$ cat config.mk
export PLATFORM = sky130hd
export DESIGN_NAME = popcnt_ctrl
export DESIGN_NICKNAME = d
export VERILOG_FILES = /design/src/rtl/popcnt_ctrl_pkg.sv /design/src/rtl/popcnt_ctrl_byte_popcnt.sv /design/src/rtl/popcnt_ctrl.sv
export SDC_FILE = /design/constraint.sdc
export NUM_CORES = 1
export LEC_CHECK = 0
export BUFFER_PORTS_ARGS = -buffer_cell sky130_fd_sc_hd__buf_2
export CAP_MARGIN = 20
export CORE_UTILIZATION = 40
export DETAILED_ROUTE_END_ITERATION = 10
export PLACE_DENSITY = 0.7
export SYNTH_ARGS = -nofsm -noshare
export SYNTH_HDL_FRONTEND = slang
export SYNTH_SLANG_ARGS = --single-unit
$ cat constraint.sdc
create_clock -name clk -period 5.38 [get_ports clk]
set_clock_uncertainty 0.05 [all_clocks]
set_input_delay 0.269 -clock clk [delete_from_list [all_inputs] [get_ports clk]]
set_output_delay 0.269 -clock clk [all_outputs]
set_load 0.005 [all_outputs]
$ cat src/rtl/popcnt_ctrl_pkg.sv
// Shared types and constants for the byte-serial population count unit.
// Widths, state encoding and mode codes.
package popcnt_ctrl_pkg;

  localparam int WORD = 32;
  localparam int BYTE = 8;
  localparam int CNT  = 6;

  localparam logic OP_ONES  = 1'b0;
  localparam logic OP_ZEROS = 1'b1;

  typedef enum logic {
    IDLE = 1'b0,
    RUN  = 1'b1
  } state_t;

endpackage

$ cat src/rtl/popcnt_ctrl_byte_popcnt.sv
// Combinational ones-counter for one byte.
// Output range is 0..8.
module byte_popcnt
  import popcnt_ctrl_pkg::*;
(
  input  logic [BYTE-1:0] in,
  output logic [3:0]      cnt
);

  always_comb begin
    cnt = '0;
    for (int i = 0; i < BYTE; i++)
      cnt = cnt + {3'b000, in[i]};
  end

endmodule

$ cat src/rtl/popcnt_ctrl.sv
// Multi-cycle popcount sequencer: one byte per cycle, LSB first.
// start/busy/done handshake, count-ones or count-zeros mode.
module popcnt_ctrl
  import popcnt_ctrl_pkg::*;
(
  input  logic            clk,
  input  logic            reset,
  input  logic            start,
  input  logic            op,
  input  logic [WORD-1:0] A,
  input  logic            clr,
  output logic            busy,
  output logic            done,
  output logic [CNT-1:0]  result
);

  state_t          state;
  state_t          state_nxt;
  logic [WORD-1:0] opnd;
  logic            mode;
  logic [1:0]      idx;
  logic [CNT-1:0]  acc;
  logic [BYTE-1:0] sel_byte;
  logic [3:0]      cnt;
  logic [CNT-1:0]  sum;
  logic            last;

  assign sel_byte = opnd[{idx, 3'b000} +: BYTE] ^ {BYTE{mode}};
  assign sum      = acc + {2'b00, cnt};
  assign last     = (idx == 2'd3);

  byte_popcnt u_byte (
    .in  (sel_byte),
    .cnt (cnt)
  );

  always_ff @(posedge clk) begin
    if (reset) state <= IDLE;
    else       state <= state_nxt;
  end

  always_comb begin
    state_nxt = state;
    unique case (state)
      IDLE: if (start && !clr) state_nxt = RUN;
      RUN:  if (clr || last)   state_nxt = IDLE;
      default: state_nxt = IDLE;
    endcase
  end

  always_comb begin
    busy = (state == RUN);
  end

  // clr wins over the final accumulation, so result only moves on a clean finish
  always_ff @(posedge clk) begin
    if (reset) begin
      opnd   <= '0;
      mode   <= OP_ONES;
      idx    <= '0;
      acc    <= '0;
      done   <= 1'b0;
      result <= '0;
    end else begin
      done <= 1'b0;
      unique case (state)
        IDLE: begin
          if (start && !clr) begin
            opnd <= A;
            mode <= op;
            idx  <= '0;
            acc  <= '0;
          end
        end
        RUN: begin
          if (clr) begin
            idx <= '0;
            acc <= '0;
          end else begin
            acc <= sum;
            idx <= idx + 2'd1;
            if (last) begin
              result <= sum;
              done   <= 1'b1;
            end
          end
        end
        default: ;
      endcase
    end
  end

endmodule

==> results of run 1 <==
-- area by class of cell --
type,instances,area [um2],area share [%]
repair buffers,48,275,9.90
clock inverters,3,68.8,2.48
flip-flops and latches,49,981,35.3
well taps,72,90.1,3.24
clock buffers,5,68.8,2.48
inverters,10,37.5,1.35
multi-input cells,193,1260,45.3
-- worst paths after layout --
path | startpoint | end
worst max-delay path | idx[0] | result[3]
worst min-delay path | A[28] | opnd[28]
worst max register to register | idx[0] | result[3]
worst min register to register | opnd[17] | opnd[17]
-- kinds of logic after synthesis --
group	Yosys count	synth area share, %
DFF	49	41.5
AOI/OAI and AO/OA	54	13.2
and+or+nand+nor	106	19.4
adders and majority gates	13	8.47
buffers and inverters	28	5.19
xor gates and xnor gates	10	3.71
muxes	10	8.47
-- metrics by stage --
| step | hold slack [ps] | total power [W] | std cells | instance area [um2] | util, % |
|---|---|---|---|---|---|
| final | 137 | 0.000816 | 380 | 2780 | 49.6 |
| after global routing | 131 | 0.000857 | 380 | 2780 | 49.6 |
| after CTS | 132 | 0.000822 | 379 | 2760 | 49.1 |
| after detailed placement | 397 | 0.000510 | 371 | 2620 | 46.7 |
| after global placement | 390 | 0.000506 | 370 | 2600 | 46.4 |
| after floorplan | 355 | 0.000477 | 270 | 2360 | - |
-- cells in the final DEF, fill, tap and decap left out, drive strengths merged, types with 3 or more instances in the layout --
cell type,count
clkbuf,6
a21oi,38
dfxtp,49
nor2,16
nor4,3
inv,11
fa,5
a311o,3
ha,8
nand3,3
mux4,8
xnor2,6
nor2b,3
nand2,69
xor2,4
a22oi,4
buf,47
-- per-layer routing --
layer	part of all wire, %	GRT usage, %	up-vias
li1	-	-	986
met1	46	21.7	891
met2	49	27.3	49
met3	3.7	3.45	6
met4	1.2	6.00	0
met5	0	0	-
-- state kept, by name, summed over array words and instances (netlist names) --
register	flops
acc	6
busy	1
done	1
idx	2
mode	1
opnd	32
result	6
-- report_power, final --
part	internal [W]	switching, W	leakage (nW)
Combinational	0.0000542	0.0000638	0.716
Sequential	0.000375	0.00000858	0.399
Clock	0.000187	0.000126	0.0687
-- worst register-to-register path, stage by stage (launching register included) --
cell,delay (ps)
dfxtp_1,470
mux4_2,550
xor2_1,160
ha_1,320
fa_1,540
inv_1,50
fa_1,500
fa_1,470
fa_1,540
inv_1,50
ha_1,260
a21o_1,190
a21oi_1,300
nor4_1,100
a311o_1,350
==> results.py, run 1 <==
metrics = {
    "logic_synthesis": {
        "synth.avg_cell_area_um2": 8.75,
        "yosys-top-cells-area": "dfxtp_1 (42%), nand2_1 (11%), a21oi_1 (8.1%), mux4_2 (7.6%), fa_1 (4.2%)",
        "yosysSeqAreaShare_pct": 41.5,
        "synth_top_cell_by_area": "dfxtp_1",
        "synth.distinct_cells": 34,
        "ys.flop_type": "dfxtp_1",
        "synth_seq_cells": 49,
        "synth_most_common_cell": "nand2_1",
        "synth-edff-count": 0,
        "synth_nets": 320,
        "syn_inst": 270,
        "synth-async-reset-ratio_pct": 0,
        "synth_warnings": 0,
        "synth_top_area_share_pct": 41.5,
        "synth_commonest_cells": "nand2_1 (69), dfxtp_1 (49), a21oi_1 (38)",
        "syn_area_um2": 2360,
    },
    "timing": {
        "layout_setup_ws_ps": 380,
        "hold_viol": 0,
        "maxSlewViolCount": 0,
        "fin_crit_ps": 5000,
        "worst_slew_pin_slew_ps": 939,
        "rsz0062_at_grt": "false",
        "tns_ps": 0,
        "setup_viol": 0,
        "relSlewSlack_pct": 37.4,
        "post-route-period-util_pct": 92.9,
        "fmax_ghz": 0.200,
    },
    "critical_path": {
        "max_stage_delay_ps": 550,
        "slowest_stage": "mux4_2",
        "cp_data_required_time_ps": 5530,
        "cp_common_cell": "fa_1",
        "cp_num_buf_inv": 2,
        "path_max_fanout": 6,
        "crit_chain": "mux4_2, xor2_1, ha_1, fa_1, inv_1, fa_1, fa_1, fa_1, inv_1, ha_1, a21o_1, a21oi_1, nor4_1, a311o_1",
        "criticalPathCategory": "register to register",
        "reg2regPathDepth": 14,
        "r2r_slack_ps": 380,
        "cp.depth": 14,
        "worstPathArrival_ps": 5150,
        "crit_path_end_kind": "register",
        "cp_top_family": "adder cells",
        "worst_setup_path_start_kind": "register",
    },
    "drt": {
        "drt-initial-drc-count": 61,
        "vias": 1932,
        "ant_nets": 0,
        "drt-total-wl_um": 4770,
        "post-route-drc-count": 0,
        "vias_per_cell": 5.08,
        "routedWlPerCell_um": 12.5,
        "drtPass1Iterations": 4,
    },
    "die": {
        "die_w_um": 78.9,
        "rows": 27,
        "io_pins": 45,
        "start_util_pct": 42.1,
        "core-area_um2": 5610,
        "die_h_um": 78.9,
        "die-area_um2": 6220,
    },
    "finish": {
        "nets": 357,
        "drive_gt1_share_pct": 20.8,
        "n_fill_cell": 563,
        "antennaDiodeCount": 0,
        "area_delta_synth_final_pct": 17.7,
    },
    "power": {
        "p_per_area_nw_per_um2": 293,
        "peakVddDrop_mv": 0.137,
        "p_leak_nw": 1.18,
    },
    "grt": {
        "antenna_found_initial": 0,
        "grt.total_usage_pct": 16.7,
        "grt_pass1_vias": 1758,
        "grt_pass1_wl_um": 8070,
        "grt_overflow": 0,
        "grt_max_degree": 54,
    },
    "placed_design": {
        "pre_cts_slack_ps": 418,
        "dp_hpwl_um": 3450,
        "io_buffers": 44,
        "place.gp.congestion": 0.785,
    },
    "clock_network": {
        "cts_resized": 0,
        "clock_tree.buffer_depth": 2,
        "clk_latency_ps": 310,
        "post_cts_buffers": 0,
        "cts_root_buf": "clkbuf_8",
        "cts_tree": "yes",
        "cts_sinks": 49,
        "numCtsBuffers": 5,
        "path_clk_slew_ps": 100,
        "holdBufCountCts": 0,
        "htreeDepth": 2,
    },
    "outcome": {
        "status": "finished clean",
    },
    "min_path": {
        "min_path_cells": 3,
        "min_path_type": "input pin to register",
    },
    "job": {
        "maxCapViolations": 0,
    },
}
Power figures use the tool's default switching activity.
==> run 2: changes to the inputs <==
--- a/config.mk
+++ b/config.mk
@@ -6,7 +6,6 @@
 export NUM_CORES = 1
 export LEC_CHECK = 0
 export BUFFER_PORTS_ARGS = -buffer_cell sky130_fd_sc_hd__buf_2
-export CAP_MARGIN = 20
 export CORE_UTILIZATION = 40
 export DETAILED_ROUTE_END_ITERATION = 10
 export PLACE_DENSITY = 0.7
==> constraint.sdc (replaced) <==
create_clock -name clk -period 5.38 [get_ports clk]
set_clock_uncertainty 0.05 [all_clocks]
set_input_delay 0.269 -clock clk [delete_from_list [all_inputs] [get_ports clk]]
set_output_delay 0.269 -clock clk [all_outputs]
set_load 0.02 [all_outputs]
==> run 2 against run 1 <==
Final area fell by 1.4%; cell count shrank 0.53%; count of clock-buffer cells in the layout is the same; highest routed layer unchanged.
==> results.py, run 2 (synthesis gave the netlist of run 1 again) <==
metrics = {
    "outcome": {
        "status": "finished clean",
    },
    "placed_design": {
        "place.gp.congestion": 0.785,
        "dp_hpwl_um": 3400,
        "io_buffers": 44,
        "pre_cts_slack_ps": 408,
    },
    "power": {
        "p_per_area_nw_per_um2": 298,
        "p_leak_nw": 1.16,
        "peakVddDrop_mv": 0.135,
    },
    "finish": {
        "nets": 355,
        "area_delta_synth_final_pct": 16.0,
        "antennaDiodeCount": 0,
        "final_common_cell": "nand2_1",
        "biggestRegsByFlops": "opnd (32), acc (6), result (6)",
        "largest_register_ffs": 32,
        "final_cell_mix": "nand2_1 (69), dfxtp_1 (49), buf_2 (44)",
        "drive_gt1_share_pct": 20.3,
        "largest-register": "opnd",
        "n_fill_cell": 581,
    },
    "die": {
        "rows": 27,
        "core-area_um2": 5610,
        "start_util_pct": 42.1,
        "io_pins": 45,
        "die-area_um2": 6220,
        "die_h_um": 78.9,
        "die_w_um": 78.9,
    },
    "grt": {
        "grt_overflow": 0,
        "grt_use_met3_pct": 3.56,
        "grt_pass1_wl_um": 8130,
        "busiest_layer": "met2",
        "antenna_found_initial": 0,
        "met1_usage_pct": 21.8,
        "grt_max_degree": 54,
        "gr-usage-met2_pct": 27.3,
        "grt.total_usage_pct": 16.7,
        "grt_pass1_vias": 1763,
    },
    "timing": {
        "worst_slew_pin_slew_ps": 1210,
        "fmax_ghz": 0.201,
        "fin_crit_ps": 4980,
        "layout_setup_ws_ps": 399,
        "relSlewSlack_pct": 19.1,
        "tns_ps": 0,
        "rsz0062_at_grt": "false",
        "setup_viol": 0,
        "hold_viol": 0,
        "maxSlewViolCount": 0,
        "post-route-period-util_pct": 92.6,
    },
    "critical_path": {
        "cp_top_family": "adder cells",
        "crit_chain": "mux4_2, xor2_1, ha_1, fa_1, inv_1, fa_1, fa_1, fa_1, inv_1, ha_1, a21o_1, a21oi_1, nor4_1, a311o_1",
        "path_max_fanout": 6,
        "worstPathArrival_ps": 5130,
        "criticalPathCategory": "register to register",
        "max_stage_delay_ps": 550,
        "worst_setup_path_start_kind": "register",
        "crit_path_end_kind": "register",
        "cp_common_cell": "fa_1",
        "timing.critical_path.from": "idx[0]",
        "cp_num_buf_inv": 2,
        "r2r_start": "idx[0]",
        "slowest_stage": "mux4_2",
        "cp.depth": 14,
        "reg2regPathDepth": 14,
        "cp_data_required_time_ps": 5530,
    },
    "clock_network": {
        "post_cts_buffers": 0,
        "holdBufCountCts": 0,
        "clk_latency_ps": 310,
        "cts_tree": "yes",
        "htreeDepth": 2,
        "cts_resized": 0,
        "cts_root_buf": "clkbuf_8",
        "clock_tree.buffer_depth": 2,
        "path_clk_slew_ps": 90,
        "cts_sinks": 49,
        "numCtsBuffers": 5,
    },
    "drt": {
        "vias_per_cell": 5.07,
        "drt-total-wl_um": 4790,
        "post-route-drc-count": 0,
        "ant_nets": 0,
        "vias": 1918,
        "drtPass1Iterations": 4,
        "routedWlPerCell_um": 12.7,
        "drt-initial-drc-count": 65,
    },
    "min_path": {
        "min_path_cells": 3,
        "min-delay-start": "A[28]",
        "min_path_type": "input pin to register",
    },
    "job": {
        "maxCapViolations": 0,
    },
}
## run 2: cell count changes in the layout (fill, tap and decap cells not counted), sizes merged
| cell | change |
|---|---|
| clkbuf | -1 |
| buf | -1 |
## run 2: report_power, final
group          internal (W)  switching [W]  leakage, nW  total, W
sequential         0.000375     0.00000854        0.399  0.000384
combinational     0.0000515      0.0000637        0.697  0.000115
clock              0.000187       0.000130       0.0687  0.000317
total              0.000614       0.000202         1.16  0.000816
## run 2: tightest hold or removal path, delay by kind of cell
family / cells / cell delay, ps
buffers and inverters: 1 / 90
AOI/OAI and AO/OA: 1 / 50
and+or+nand+nor: 1 / 40
## run 2: metal layers
layer	share of wire [%]	wire length (um)
met1	46	2220
met2	48	2300
met3	4.1	198
met4	1.4	69
met5	0	0
## run 2: worst paths after layout
kind | to | slack [ps]
hold / removal | opnd[28] | 130
setup reg to reg | acc[3] | 400
hold reg to reg | opnd[19] | 410
setup / recovery | acc[3] | 400
## run 2: per-stage QoR
step	cells	area (um2)	hold slack [ps]	util, %	power (W)
2_1_floorplan	270	2360	355	-	0.000478
3_3_place_gp	370	2600	390	46.4	0.000506
3_5_place_dp	370	2600	397	46.4	0.000509
4_1_cts	378	2740	130	48.9	0.000824
5_1_grt	378	2740	125	48.9	0.000858
6_report	378	2740	134	48.9	0.000816
## run 2: cell type report
cell class	instances	area (um2)	area share (%)
tap	72	90.1	3.29
inverter	10	37.5	1.37
sequential	49	981	35.8
multi-input combinational	193	1260	45.9
clock inverter	3	68.8	2.51
clock buffer	5	68.8	2.51
timing repair buffer	46	235	8.58
